$ cat config.mk
export PLATFORM = sky130hd
export DESIGN_NAME = demux_stream_1xn
export DESIGN_NICKNAME = d
export VERILOG_FILES = /design/src/rtl/demux_stream_1xn.sv
export SDC_FILE = /design/constraint.sdc
export NUM_CORES = 1
export LEC_CHECK = 0
export CAP_MARGIN = 20
export CORE_MARGIN = 4
export CORE_UTILIZATION = 40
export CTS_CLUSTER_DIAMETER = 30
export DETAILED_ROUTE_END_ITERATION = 10
export MAX_ROUTING_LAYER = met4
export PLACE_DENSITY = 0.75
export SETUP_SLACK_MARGIN = 0.4
export SLEW_MARGIN = 20
export SYNTH_ARGS = -nofsm -noshare
export SYNTH_HDL_FRONTEND = slang
export SYNTH_SLANG_ARGS = --single-unit
$ cat constraint.sdc
create_clock -name clk -period 1.3 [get_ports clk]
set_input_delay 0.195 -clock clk [delete_from_list [all_inputs] [get_ports clk]]
set_output_delay 0.195 -clock clk [all_outputs]
set_load 0.01 [all_outputs]
$ cat src/rtl/demux_stream_1xn.sv
// rtl/demux_stream_1xn.sv - one-word stream demultiplexer to 2**N channels with broadcast
module demux_stream_1xn #(
   parameter int N = 2,
   parameter int W = 8
) (
   input  logic              clk,
   input  logic              rst_n,
   input  logic              en,
   input  logic              in_valid,
   output logic              in_ready,
   input  logic [W-1:0]      in_data,
   input  logic [N-1:0]      in_sel,
   input  logic              in_bcast,
   output logic [2**N-1:0]   out_valid,
   input  logic [2**N-1:0]   out_ready,
   output logic [W-1:0]      out_data,
   output logic              busy,
   output logic [15:0]       xfer_cnt
);

   localparam int C = 2**N;

   typedef enum logic {IDLE, HOLD} state_t;

   state_t         state;
   state_t         state_nxt;
   logic [C-1:0]   pend;
   logic [C-1:0]   pend_nxt;
   logic [C-1:0]   stall;
   logic [W-1:0]   data_q;
   logic [W-1:0]   data_nxt;
   logic           accept;
   logic           last_done;

   // Next pending mask, data and state; a new word may load in the same
   // cycle the last pending channel completes, so no idle bubble appears.
   always_comb begin
      stall     = pend & ~out_ready;
      in_ready  = en & (stall == '0);
      accept    = in_valid & in_ready;
      last_done = (state == HOLD) && (stall == '0);
      pend_nxt  = stall;
      data_nxt  = data_q;
      if (accept) begin
         data_nxt = in_data;
         if (in_bcast) begin
            pend_nxt = '1;
         end else begin
            pend_nxt         = '0;
            pend_nxt[in_sel] = 1'b1;
         end
      end
      state_nxt = (pend_nxt != '0) ? HOLD : IDLE;
   end

   // State, held word and delivery counter; reset discards the held word at once.
   always_ff @(posedge clk or negedge rst_n) begin
      if (!rst_n) begin
         state    <= IDLE;
         pend     <= '0;
         data_q   <= '0;
         xfer_cnt <= '0;
      end else begin
         state  <= state_nxt;
         pend   <= pend_nxt;
         data_q <= data_nxt;
         if (last_done) begin
            xfer_cnt <= xfer_cnt + 16'd1;
         end
      end
   end

   assign out_valid = pend;
   assign out_data  = data_q;
   assign busy      = (state == HOLD);

endmodule

==> impl_results.md <==
* Main area contributors after synthesis: dfrtp_1 52%, mux2_4 5.4%, nor4_2 5.4%, xor2_1 5.0%, nand4_4 4.6%
* Final GP Congestion at 0.749
* Layout cells sized above 1 at 65.5%
* Count leader, synth: dfrtp_1
* Sequential cell area at 732 um^2
* FMAX at 654 MHz
* VDD IR max at 1.23 mV
* Overall routed net length at 4360 um
* Vias in the first global route at 1401
* Seq pwr share at 28.8%
* Synthesized Nets at 126
* Final net count at 245
* Ys Warns at 0
* First-pass DRT Iterations at 4
* Hold crit path type: input pin to asynchronous set/reset pin
* PwrDens at 1620 mW/mm^2
* Max-Cap Viols at 0
* CTS tree: built
* Tmin final at 1530 ps
* Synth async-reset ratio at 100%
* Worst slack, placed at -549 ps
* Worst setup SP type: flip-flop
* Mapped cell area at 0.00139 mm^2
* Wire per inst at 16.0 um
* Failing checks: setup timing
* First-pass GRT wire length at 6220 um
* Row count at 21
* Critical Path AT at 1330 ps
* CP Class: flip-flop to output port
* Syn_area_per_cell at 13.1 um^2
* Commonest cells post-synth: 29 x dfrtp_1, 8 x xor2_1, 7 x inv_1, 7 x xnor2_1, 6 x nor4_2
* Multi-input logic area at 833 um^2
* Vias at 1308
* Final setup violation count at 31
* CP Max Fanout at 2
* Max Buffers Root-to-Sink at 2
* Hold Buf Count CTS at 0
* Status: complete, but fails checks
* Primary FF master, synth: dfrtp_1
* Post-Syn Instances at 106
* Tcrit/Tclk final at 118%
* Clock-pin slew on the worst setup and hold paths at 100 ps
* Initial antenna violation count at 0
* Clock Skews at 12.3 ps
* Max-slew headroom at 81.4%
* Critical path endpoint category: output port
* Worst Path Required at 1110 ps
* Final hold vios at 0
* Initial Util at 41.7%
* Number of enable flip-flop cells after synthesis at 0
* Register area share after synthesis at 52.2%
* Post-detail-place hpwl at 2480 um
* Gate power share at 53.7%
* Total power at 4.51 mW
* Final hold slack at 221 ps
* Switching share of power at 33.4%
* Layout area overhead at 100%
* Root buffer cell: clkbuf_4
* Grt total ovfl at 0
* Unrepaired setup endpoints after global routing: true
* PnR worst setup slack at -229 ps
* H-Tree Level Count at 2
* Sw Pwr at 1.51 mW
* DRC viols at 0
* Least-Margin Pin Slew at 278 ps
* TNS Setup at -4000 ps
* Port Buffer Count at 48
* I/O Pins at 49
* Share of total power in the clock network at 17.4%
* Antenna cell count at 0
* Internal at 3.01 mW
* Skew-Pair Late Insertion Delay at 330 ps
* Count of cell types in the netlist at 22
* Filler instances at 172
* Largest net degree at the start of global routing at 30
* Die area at 0.00448 mm^2
* Total CTS buffers at 5
* Iter 0 DRT Violations at 41
* Placed insts at 224
* Clock sink count at 29
* Antenna viol nets, final at 0
* Gr usage total at 19.4%
* Post-synth top area cell: dfrtp_1
* Vias/cell at 4.81
* Yosys reg bits at 29
* Max Slew Vio Count at 0
* Post-synth top area share at 52.2%
* CORE AREA at 0.00334 mm^2
* Layout Cells excl Fill at 272
* Leakage at 1.26 nW
* Die outline width at 67.0 um
* Die height at 67.0 um
power groups by stage:
stage | sequential (mW) | combinational (mW) | clock, mW
after detailed placement | 1.34 | 1.69 | 0
after CTS | 1.29 | 2.00 | 0.800
after floorplan | 1.47 | 0.623 | 0
final | 1.30 | 2.43 | 0.788
after global routing | 1.33 | 2.59 | 0.856
after global placement | 1.33 | 1.65 | 0
path summary, 6_finish.rpt:
check | start | end | slack [ps] | cells after the start
min in group clk | in_data[2] | out_data[2] | 470 | 2
max in group asynchronous | rst_n | xfer_cnt[4] | 900 | 2
worst min register to register | out_data[0] | out_data[0] | 520 | 1
worst max register to register | out_valid[1] | xfer_cnt[6] | -220 | 8
worst min-delay path | rst_n | xfer_cnt[2] | 220 | 2
worst max-delay path | out_valid[3] | in_ready | -230 | 4
per-stage QoR:
stage          area (um^2)  util, %
4_1_cts               2540     76.0
3_5_place_dp          2240     67.3
3_3_place_gp          2240     67.3
5_1_grt               2780     83.4
2_1_floorplan         1510        -
6_report              2780     83.4
flip-flops by register name (all words and copies together), names as in the netlist:
name,count
busy,1
out_data,8
out_valid,4
xfer_cnt,16
worst max-delay path, cell delays in order, from the launching register on:
cell,delay (ps)
dfrtp_1,410
nand2b_1,110
and4_4,250
and2_4,140
buf_6,90
layout by cell type (no fill, tap or decap), types with 2 or more instances in the layout:
| cell type | count |
|---|---|
| buf_2 | 17 |
| dfrtp_1 | 24 |
| o21ai_2 | 4 |
| buf_4 | 36 |
| xnor2_1 | 5 |
| nand2b_1 | 4 |
| nand3_4 | 4 |
| a21oi_1 | 4 |
| nor4_4 | 6 |
| nand3_1 | 2 |
| nand2_1 | 3 |
| clkbuf_4 | 5 |
| buf_12 | 3 |
| nand4_4 | 3 |
| and4_4 | 2 |
| xnor2_2 | 2 |
| nor3_4 | 5 |
| clkdlybuf4s50_1 | 18 |
| buf_6 | 38 |
| mux2_4 | 6 |
| mux2_2 | 3 |
| inv_1 | 7 |
| dfrtp_2 | 5 |
| xor2_1 | 8 |
cell families after synthesis:
| family | after synthesis | synth area share (%) |
|---|---|---|
| fa+ha+maj | 1 | 0.900 |
| simple gates | 35 | 22.4 |
| flops | 29 | 52.2 |
| xor+xnor | 15 | 9.45 |
| buf+inv | 9 | 3.51 |
| compound gates | 8 | 2.88 |
| mux | 9 | 8.64 |
repair_timing:
item                       4_1_cts  5_1_grt
hold endpoints to repair         0        0
gates cloned                     1        1
buffers inserted                25       13
setup endpoints to repair       59       59
resized for setup              155       24
pin swaps                        7       16
cell type report:
type / count / area share, %
Timing Repair Buffer: 113 / 37.7
Clock inverter: 1 / 1.08
Multi-Input combinational cell: 69 / 29.9
Tap cell: 46 / 2.07
Inverter: 7 / 0.944
Sequential cell: 29 / 26.3
Clock buffer: 7 / 1.98
metal layers:
metal / up-vias / part of all wire (%) / wire [um] / GRT usage (%)
li1: 613 / - / - / -
met2: 45 / 58 / 2510 / 34.0
met5: - / 0 / 0 / -
met3: 7 / 4.9 / 215 / 4.72
met1: 643 / 36 / 1570 / 20.9
met4: 0 / 1.3 / 55 / 8.10
Note: power is estimated with default switching activity, not from simulation.
